$ cat src/rtl/segment_capture_if.sv
// Bus between the trigger unit / sample FIFO side and the segment capture controller.
// The controller attaches through the slave modport, the driving side through master.
interface segment_capture_if #(
    parameter int SEG_W  = 16,
    parameter int SAMP_W = 32
);
    logic              arm_i;
    logic              capture_go_i;
    logic [SAMP_W-1:0] num_samples_i;
    logic [SEG_W-1:0]  num_segments_i;
    logic              fifo_full_i;
    logic              adc_write_en_o;
    logic [SEG_W-1:0]  segment_num_o;
    logic [SAMP_W-1:0] samples_total_o;
    logic              capture_done_o;
    logic              missed_go_o;
    logic              overflow_o;

    modport slave (
        input  arm_i, capture_go_i, num_samples_i, num_segments_i, fifo_full_i,
        output adc_write_en_o, segment_num_o, samples_total_o, capture_done_o,
               missed_go_o, overflow_o
    );

    modport master (
        output arm_i, capture_go_i, num_samples_i, num_segments_i, fifo_full_i,
        input  adc_write_en_o, segment_num_o, samples_total_o, capture_done_o,
               missed_go_o, overflow_o
    );
endinterface

$ cat src/rtl/segment_capture_ctrl.sv
// Turns capture_go pulses into per-segment ADC write strobes, counting samples and
// segments, and reports capture_done back to the trigger logic (adc_clk domain).
module segment_capture_ctrl #(
    parameter int SEG_W  = 16,
    parameter int SAMP_W = 32
) (
    input  logic                  adc_clk,
    input  logic                  reset_n,
    segment_capture_if.slave      bus
);
    typedef enum logic [1:0] {IDLE, WAIT_GO, CAPTURE, DONE} state_e;

    state_e            state_q;
    logic              arm_dly_q;
    logic [SAMP_W-1:0] nsamp_q;
    logic [SEG_W-1:0]  nseg_q;
    logic [SAMP_W-1:0] samp_cnt_q;
    logic [SEG_W-1:0]  seg_q;
    logic [SAMP_W-1:0] total_q;
    logic              done_q;
    logic              missed_q;
    logic              ovf_q;

    logic              arm_rise_d;
    logic              last_samp_d;
    logic              last_seg_d;
    logic [SAMP_W-1:0] total_inc_d;

    assign arm_rise_d  = bus.arm_i & ~arm_dly_q;
    assign last_samp_d = (samp_cnt_q == nsamp_q - SAMP_W'(1));
    assign last_seg_d  = (seg_q == nseg_q - SEG_W'(1));
    assign total_inc_d = (total_q == '1) ? total_q : total_q + SAMP_W'(1);

    // Only the write strobe is combinational so a full FIFO blocks the write in the same cycle.
    assign bus.adc_write_en_o  = (state_q == CAPTURE) & ~bus.fifo_full_i;
    assign bus.segment_num_o   = seg_q;
    assign bus.samples_total_o = total_q;
    assign bus.capture_done_o  = done_q;
    assign bus.missed_go_o     = missed_q;
    assign bus.overflow_o      = ovf_q;

    always_ff @(posedge adc_clk) begin
        if (!reset_n) begin
            state_q    <= IDLE;
            arm_dly_q  <= 1'b0;
            nsamp_q    <= '0;
            nseg_q     <= '0;
            samp_cnt_q <= '0;
            seg_q      <= '0;
            total_q    <= '0;
            done_q     <= 1'b0;
            missed_q   <= 1'b0;
            ovf_q      <= 1'b0;
        end else begin
            arm_dly_q <= bus.arm_i;
            case (state_q)
                IDLE: begin
                    if (arm_rise_d) begin
                        state_q  <= WAIT_GO;
                        nsamp_q  <= (bus.num_samples_i == '0) ? SAMP_W'(1) : bus.num_samples_i;
                        nseg_q   <= (bus.num_segments_i == '0) ? SEG_W'(1) : bus.num_segments_i;
                        seg_q    <= '0;
                        total_q  <= '0;
                        missed_q <= 1'b0;
                        ovf_q    <= 1'b0;
                    end
                end
                WAIT_GO: begin
                    if (!bus.arm_i) begin
                        state_q <= IDLE;
                    end else if (bus.capture_go_i) begin
                        state_q    <= CAPTURE;
                        samp_cnt_q <= '0;
                    end
                end
                CAPTURE: begin
                    if (!bus.arm_i) begin
                        // Abort: the strobe already went out this cycle, so it still counts.
                        state_q <= IDLE;
                        if (!bus.fifo_full_i) total_q <= total_inc_d;
                    end else if (bus.fifo_full_i) begin
                        ovf_q   <= 1'b1;
                        state_q <= DONE;
                        done_q  <= 1'b1;
                    end else begin
                        samp_cnt_q <= samp_cnt_q + SAMP_W'(1);
                        total_q    <= total_inc_d;
                        if (last_samp_d) begin
                            if (last_seg_d) begin
                                state_q <= DONE;
                                done_q  <= 1'b1;
                            end else begin
                                seg_q <= seg_q + SEG_W'(1);
                                if (bus.capture_go_i) samp_cnt_q <= '0;
                                else                  state_q    <= WAIT_GO;
                            end
                        end else if (bus.capture_go_i) begin
                            missed_q <= 1'b1;
                        end
                    end
                end
                DONE: begin
                    if (!bus.arm_i) begin
                        state_q <= IDLE;
                        done_q  <= 1'b0;
                    end
                end
                default: state_q <= IDLE;
            endcase
        end
    end
endmodule

$ cat src/flat_wrapper.sv
// flat-port wrapper written by rule: the top's interface ports become plain ports
module segment_capture_ctrl_flat 
#(
    parameter int SEG_W  = 16,
    parameter int SAMP_W = 32
)
  (adc_clk, reset_n, bus_arm_i, bus_capture_go_i, bus_num_samples_i, bus_num_segments_i, bus_fifo_full_i, bus_adc_write_en_o, bus_segment_num_o, bus_samples_total_o, bus_capture_done_o, bus_missed_go_o, bus_overflow_o);
  segment_capture_if #(.SEG_W(SEG_W), .SAMP_W(SAMP_W)) bus_i ();
  input  logic adc_clk;
  input  logic reset_n;
  input wire logic [$bits(bus_i.arm_i)-1:0] bus_arm_i;
  input wire logic [$bits(bus_i.capture_go_i)-1:0] bus_capture_go_i;
  input wire logic [$bits(bus_i.num_samples_i)-1:0] bus_num_samples_i;
  input wire logic [$bits(bus_i.num_segments_i)-1:0] bus_num_segments_i;
  input wire logic [$bits(bus_i.fifo_full_i)-1:0] bus_fifo_full_i;
  output wire logic [$bits(bus_i.adc_write_en_o)-1:0] bus_adc_write_en_o;
  output wire logic [$bits(bus_i.segment_num_o)-1:0] bus_segment_num_o;
  output wire logic [$bits(bus_i.samples_total_o)-1:0] bus_samples_total_o;
  output wire logic [$bits(bus_i.capture_done_o)-1:0] bus_capture_done_o;
  output wire logic [$bits(bus_i.missed_go_o)-1:0] bus_missed_go_o;
  output wire logic [$bits(bus_i.overflow_o)-1:0] bus_overflow_o;
  assign bus_i.arm_i = bus_arm_i;
  assign bus_i.capture_go_i = bus_capture_go_i;
  assign bus_i.num_samples_i = bus_num_samples_i;
  assign bus_i.num_segments_i = bus_num_segments_i;
  assign bus_i.fifo_full_i = bus_fifo_full_i;
  assign bus_adc_write_en_o = bus_i.adc_write_en_o;
  assign bus_segment_num_o = bus_i.segment_num_o;
  assign bus_samples_total_o = bus_i.samples_total_o;
  assign bus_capture_done_o = bus_i.capture_done_o;
  assign bus_missed_go_o = bus_i.missed_go_o;
  assign bus_overflow_o = bus_i.overflow_o;
  segment_capture_ctrl #(.SEG_W(SEG_W), .SAMP_W(SAMP_W)) u_core (.adc_clk(adc_clk), .reset_n(reset_n), .bus(bus_i));
endmodule
$ cat config.mk
export PLATFORM = sky130hd
export DESIGN_NAME = segment_capture_ctrl_flat
export DESIGN_NICKNAME = d
export VERILOG_FILES = /design/src/rtl/segment_capture_if.sv /design/src/rtl/segment_capture_ctrl.sv /design/src/flat_wrapper.sv
export SDC_FILE = /design/constraint.sdc
export NUM_CORES = 1
export LEC_CHECK = 0
export BUFFER_PORTS_ARGS = -buffer_cell sky130_fd_sc_hd__buf_2
export CORE_MARGIN = 8
export CORE_UTILIZATION = 50
export CTS_BUF_LIST = sky130_fd_sc_hd__clkbuf_8
export CTS_CLUSTER_SIZE = 12
export DETAILED_ROUTE_END_ITERATION = 16
export PLACE_DENSITY = 0.8
export SLEW_MARGIN = 30
export SYNTH_ARGS = -nofsm -noshare
export SYNTH_HDL_FRONTEND = slang
export SYNTH_SLANG_ARGS = --single-unit
$ cat constraint.sdc
create_clock -name adc_clk -period 9.2 [get_ports adc_clk]
set_clock_uncertainty 0.05 [all_clocks]
set_input_delay 0.46 -clock adc_clk [delete_from_list [all_inputs] [get_ports adc_clk]]
set_output_delay 0.46 -clock adc_clk [all_outputs]
set_load 0.01 [all_outputs]
# After elaboration in Yosys (flattened, before gate mapping)
# Index checks and enable logic that the tools add are counted.
[totals]
regBits = 134
latch_bits = 0
mem_bits_rw = 0
romBits = 0
n_memories = 0
[classes]
n_addsub = 5
n_mul = 0
div = 0
magnitude_cmp = 0
eq_ne = 23
shift = 0
muxes = 45
bitwise = 4
reduce_logical = 14
[op_table]
columns = ["op", "count"]
rows = [
  ["$mux 32", 11],
  ["$pmux 32 s2", 2],
  ["$mux 16", 6],
  ["$add 32x1->32 const B", 2],
  ["$eq 32x32->1", 1],
  ["$eq 32x32->1 const B", 1],
  ["$logic_not 32->1", 1],
  ["$pmux 16 s2", 1],
  ["$sub 32x1->32 const B", 1],
  ["$ne 2x2->1 const B", 10],
  ["$mux 2", 9],
  ["$add 16x1->16 const B", 1],
  ["$eq 16x16->1", 1],
  ["$logic_not 16->1", 1],
  ["$sub 16x1->16 const B", 1],
  ["$reduce_and 5->1", 3],
  ["$mux 1", 12],
  ["$reduce_and 6->1", 2],
  ["$pmux 2 s4", 1],
  ["$reduce_and 4->1", 2],
  ["$ne 3x2->1 const B", 2],
  ["$pmux 1 s2", 3],
  ["$reduce_bool 2->1", 3],
  ["$ne 5x4->1 const B", 1],
  ["other kinds (9)", 13],
]

# Logic depth before layout (Yosys ltp)
[logic_depth]
word_depth = 7
depth_mapped = 13
ltp_nobuf = 11

# Worst setup path after synthesis
# No wires, ideal clock.
[synth_timing]
path_kind = "register to register"
from = "register u_core.nsamp_q[8]"
to = "register u_core.seg_q[5], in the netlist u_core.bus.segment_num_o[5]"
setup_ns = 0.070
arrival_ns = 3.871
t_required_ns = 9.080
slack_ns = 5.208
stages_incl_launch_ff = 13
path_cell_list = "dfxtp_1 -> buf_2 -> or4_4 -> or4_1 -> buf_2 -> or4_4 -> and2_4 -> a2111oi_4 -> nand4b_2 -> or4b_4 -> buf_6 -> or3_1 -> a21oi_1"
[synth_between]
elab_chain_cells = 4
[synth_lines]
columns = ["element", "line", "source"]
rows = [
  ["from (decl)", "segment_capture_ctrl.sv:15", "logic [SAMP_W-1:0] nsamp_q;"],
  ["from (signal assigned)", "segment_capture_ctrl.sv:60", "nsamp_q <= (bus.num_samples_i == '0) ? SAMP_W'(1) : bus.num_samples_i;"],
  ["$sub 32x1->32", "segment_capture_ctrl.sv:30", "assign last_samp_d = (samp_cnt_q == nsamp_q - SAMP_W'(1));"],
  ["$eq 32x32->1", "segment_capture_ctrl.sv:30", ""],
  ["$ne 2x1->1 (no line)", "-", ""],
  ["$reduce_and 6->1 (no line)", "-", ""],
  ["to (signal assigned)", "segment_capture_ctrl.sv:93", "seg_q <= seg_q + SEG_W'(1);"],
  ["to (decl)", "segment_capture_ctrl.sv:18", "logic [SEG_W-1:0] seg_q;"],
]
# No other way between the ends.
# A chain may end at the register's enable or synchronous reset.

# Worst setup path in the final report
[layout_timing]
from = "register u_core.nsamp_q[4]"
to = "register u_core.seg_q[13], in the netlist u_core.bus.segment_num_o[13]"
# The elaborated chain is that of the path after synthesis.

==> flow_summary.ini <==
[die]
die_w_um = 140
row_count = 45
boundaryPins = 105
dieArea_um2 = 19700
fp.dieH_um = 140
core_um2 = 15100
start_util_pct = 50.9

[worst_setup_path]
slowest_stage = or4_1
crit_family = simple AND/OR/NAND/NOR gates
worstPathArrival_ps = 4720
r2r_slack_ps = 4810
cpMostUsedCell = or4_1
required_ps = 9530
critPathMaxFanout = 18
path_buf_inv = 0
cp_cell_sequence = or4_1, or4_1, or4_4, and2_4, a2111oi_4, nand4b_2, o31a_1, or4_1, a21oi_1
worstSetupEndpointType = register
path_depth = 9
critPathMaxStageDelay_ps = 670
r2r_end = u_core.bus.segment_num_o[13]$_SDFFE_PN0P_
critPathKind = register to register
cp-start-kind = register
r2r_cells = 9
r2r-start = u_core.nsamp_q[4]$_SDFFE_PN0P_

[placement]
dpl_cell_area_um2 = 8320
hpwlAfterDp_um = 15800
gp_congestion = 0.954
io_buffers = 104

[timing]
drv_slew = 0
period_needed_ps = 4390
rsz0062_at_grt = no
tightest_slew_ps = 923
tns_ps = 0
clock.fmax_ghz = 0.228
setup_violations = 0
max_slew_margin_pct = 38.0
hold_viol_final = 0
hold-worst-slack_ps = 171
period_share_pct = 47.7

[global_routing]
grt_pass1_vias = 7172
antenna_found_initial = 1
grt_overflow = 0
grt_max_degree = 33
grt_first_pass_wirelength_um = 35100
grt_usage_pct = 21.5

[clocking]
cts_buffers = 17
clkSinkCount = 134
path_clk_slew_ps = 80
clk_path_buf_depth = 2
cts_tree = yes
postCtsSetupBuffers = 0
h-tree-depth = 4
cts_hold_buf = 0
cts_resized = 0
clk_latency_ps = 460
ctsRootBufferMaster = clkbuf_8

[cells_and_area]
final_layout_size_suffix_gt1_share_pct = 15.0
nets = 1101
seqCellArea_um2 = 2680
multi_input_area_um2 = 4750
stdcell_area_um2 = 8720
area_delta_synth_final_pct = 13.0
fill_cells = 1396
n_antenna_cell = 0

[logic_synthesis]
synthArstFlopShare_pct = 0
ys_seq_area_share_pct = 34.8
netlist_instances = 970
synth_cell_type_count = 64
synthFlopType = dfxtp_1
syn_area_um2 = 7710
synth_edf_count = 0
yosysWarnings = 0
synthesis.nets = 1028
syn_avg_cell_area_um2 = 7.95
ys_ff_latch = 134

[drt]
vias = 7549
drc = 0
antenna_left = 0
firstDrtPassIters = 7
wl_um = 21300
avgViaCountPerCell = 6.07
drtIter0Drc = 544
wl_per_cell_um = 17.1

[power_and_ir_drop]
power.leakage_nw = 3.29
cellPowerDensity_nw_per_um2 = 203
vdd_drop_max_uv = 137

[min_path]
hold-path-endpoint = u_core.nseg_q[1]$_SDFFE_PN0P_
min_path_type = input port to register
hold_depth = 3
hold_path.startpoint = bus_num_segments_i[1]

[flow_run]
maxCapViolCount = 0

[outcome]
status = finished clean
==> worst max-delay path by stage <==
stage / startpoint / end / slack [ps]
detailed placement: u_core.nsamp_q[5]$_SDFFE_PN0P_ / u_core.bus.segment_num_o[13]$_SDFFE_PN0P_ / 4850
CTS: u_core.nsamp_q[5]$_SDFFE_PN0P_ / u_core.bus.segment_num_o[13]$_SDFFE_PN0P_ / 4830
floorplan: u_core.nsamp_q[8]$_SDFFE_PN0P_ / u_core.bus.segment_num_o[5]$_SDFFE_PN0P_ / 5210
global placement: u_core.nsamp_q[4]$_SDFFE_PN0P_ / u_core.bus.segment_num_o[13]$_SDFFE_PN0P_ / 4960
finish: u_core.nsamp_q[4]$_SDFFE_PN0P_ / u_core.bus.segment_num_o[13]$_SDFFE_PN0P_ / 4810
global route: u_core.nsamp_q[0]$_SDFFE_PN0P_ / u_core.samp_cnt_q[19]$_SDFFE_PN0P_ / 4530
==> worst register-to-register path, cell delays in order (launching register included) <==
cell	delay [ps]
dfxtp_1	360
or4_1	670
or4_1	670
or4_4	590
and2_4	160
a2111oi_4	330
nand4b_2	240
o31a_1	510
or4_1	590
a21oi_1	150
==> cells in the final DEF, fill, tap and decap left out, drive strengths merged, types with 17 or more instances in the layout <==
master,instances
nor2,81
dfxtp,134
and3,25
inv,29
a22o,36
xnor2,48
nand4,40
nand2,108
buf,112
nand3,56
o21ai,47
nor3,24
a21oi,29
clkbuf,17
or4,18
nor4,36
xor2,44
==> metal layers <==
metal	track usage [%]	up-vias	wire, um	part of all wire (%)
met5	0	-	11	0.052
met4	9.66	2	633	3.0
met3	5.74	35	1440	6.8
met2	35.5	229	10200	48
met1	25.7	3568	8970	42
li1	-	3715	-	-
==> cells in the mapped netlist (5+ instances only) <==
library cell / count / area share (%)
a21boi_0: 11 / 1.1
a21oi_1: 29 / 1.9
a22o_1: 36 / 4.1
a31oi_1: 10 / 0.81
and2_1: 6 / 0.49
and3_1: 25 / 2.0
and4_1: 7 / 0.79
clkbuf_1: 53 / 2.6
dfxtp_1: 134 / 35
ha_1: 5 / 0.81
inv_1: 22 / 1.1
mux2i_1: 10 / 1.3
nand2_1: 108 / 5.3
nand2b_1: 5 / 0.41
nand3_1: 56 / 3.6
nand4_1: 40 / 3.2
nand4b_1: 9 / 1.0
nor2_1: 81 / 3.9
nor2b_1: 9 / 0.73
nor3_1: 24 / 1.6
nor4_1: 35 / 2.8
o211ai_1: 7 / 0.68
o21ai_0: 47 / 3.1
o22ai_1: 6 / 0.49
o311ai_0: 8 / 0.91
o31ai_1: 8 / 0.78
or3_1: 15 / 1.2
or4_1: 16 / 1.6
xnor2_1: 48 / 5.5
xor2_1: 44 / 5.0
==> power breakdown <==
group	internal, mW	switching, mW
Clock	0.242	0.246
Combinational	0.241	0.342
Sequential	0.622	0.0730
==> flip-flops by register name (all words and copies together), names as in the netlist <==
register / count
u_core.nsamp_q: 32
u_core.state_q: 2
u_core.bus.samples_total_o: 32
u_core.bus.segment_num_o: 16
u_core.arm_dly_q: 1
u_core.nseg_q: 16
u_core.samp_cnt_q: 32
u_core.bus.capture_done_o: 1
u_core.bus.missed_go_o: 1
u_core.bus.overflow_o: 1
==> per-stage QoR <==
| step | instances | power [mW] | utilization, % | worst slack [ps] |
|---|---|---|---|---|
| finish | 1244 | 1.77 | 57.5 | 4810 |
| global route | 1244 | 1.87 | 57.5 | 4530 |
| detailed placement | 1212 | 1.28 | 54.9 | 4850 |
| CTS | 1244 | 1.76 | 57.5 | 4830 |
| global placement | 1212 | 1.27 | 54.9 | 4960 |
| floorplan | 970 | 1.13 | - | 5210 |
==> cell type report <==
cell class | instances | area share [%]
Clock buffer | 17 | 2.68
Clock inverter | 15 | 1.77
Inverter | 22 | 0.947
Multi-Input combinational cell | 756 | 54.5
Sequential cell | 134 | 30.8
Tap cell | 188 | 2.70
Timing Repair Buffer | 112 | 6.66
==> logic make-up (layout without fill, tap and decap cells) <==
group                    after synthesis  count (layout)  synth area share, %
multiplexers                          10              10                 1.30
AND/OR/NAND/NOR                      459             459                 31.5
buffers and inverters                 80             166                 4.04
adder cells (fa/ha/maj)                5               5                0.811
XOR/XNOR                              92              92                 10.4
flip-flops                           134             134                 34.8
AO/OA/AOI/OAI                        190             190                 17.1
No activity file was read; power rests on OpenSTA's default activity.
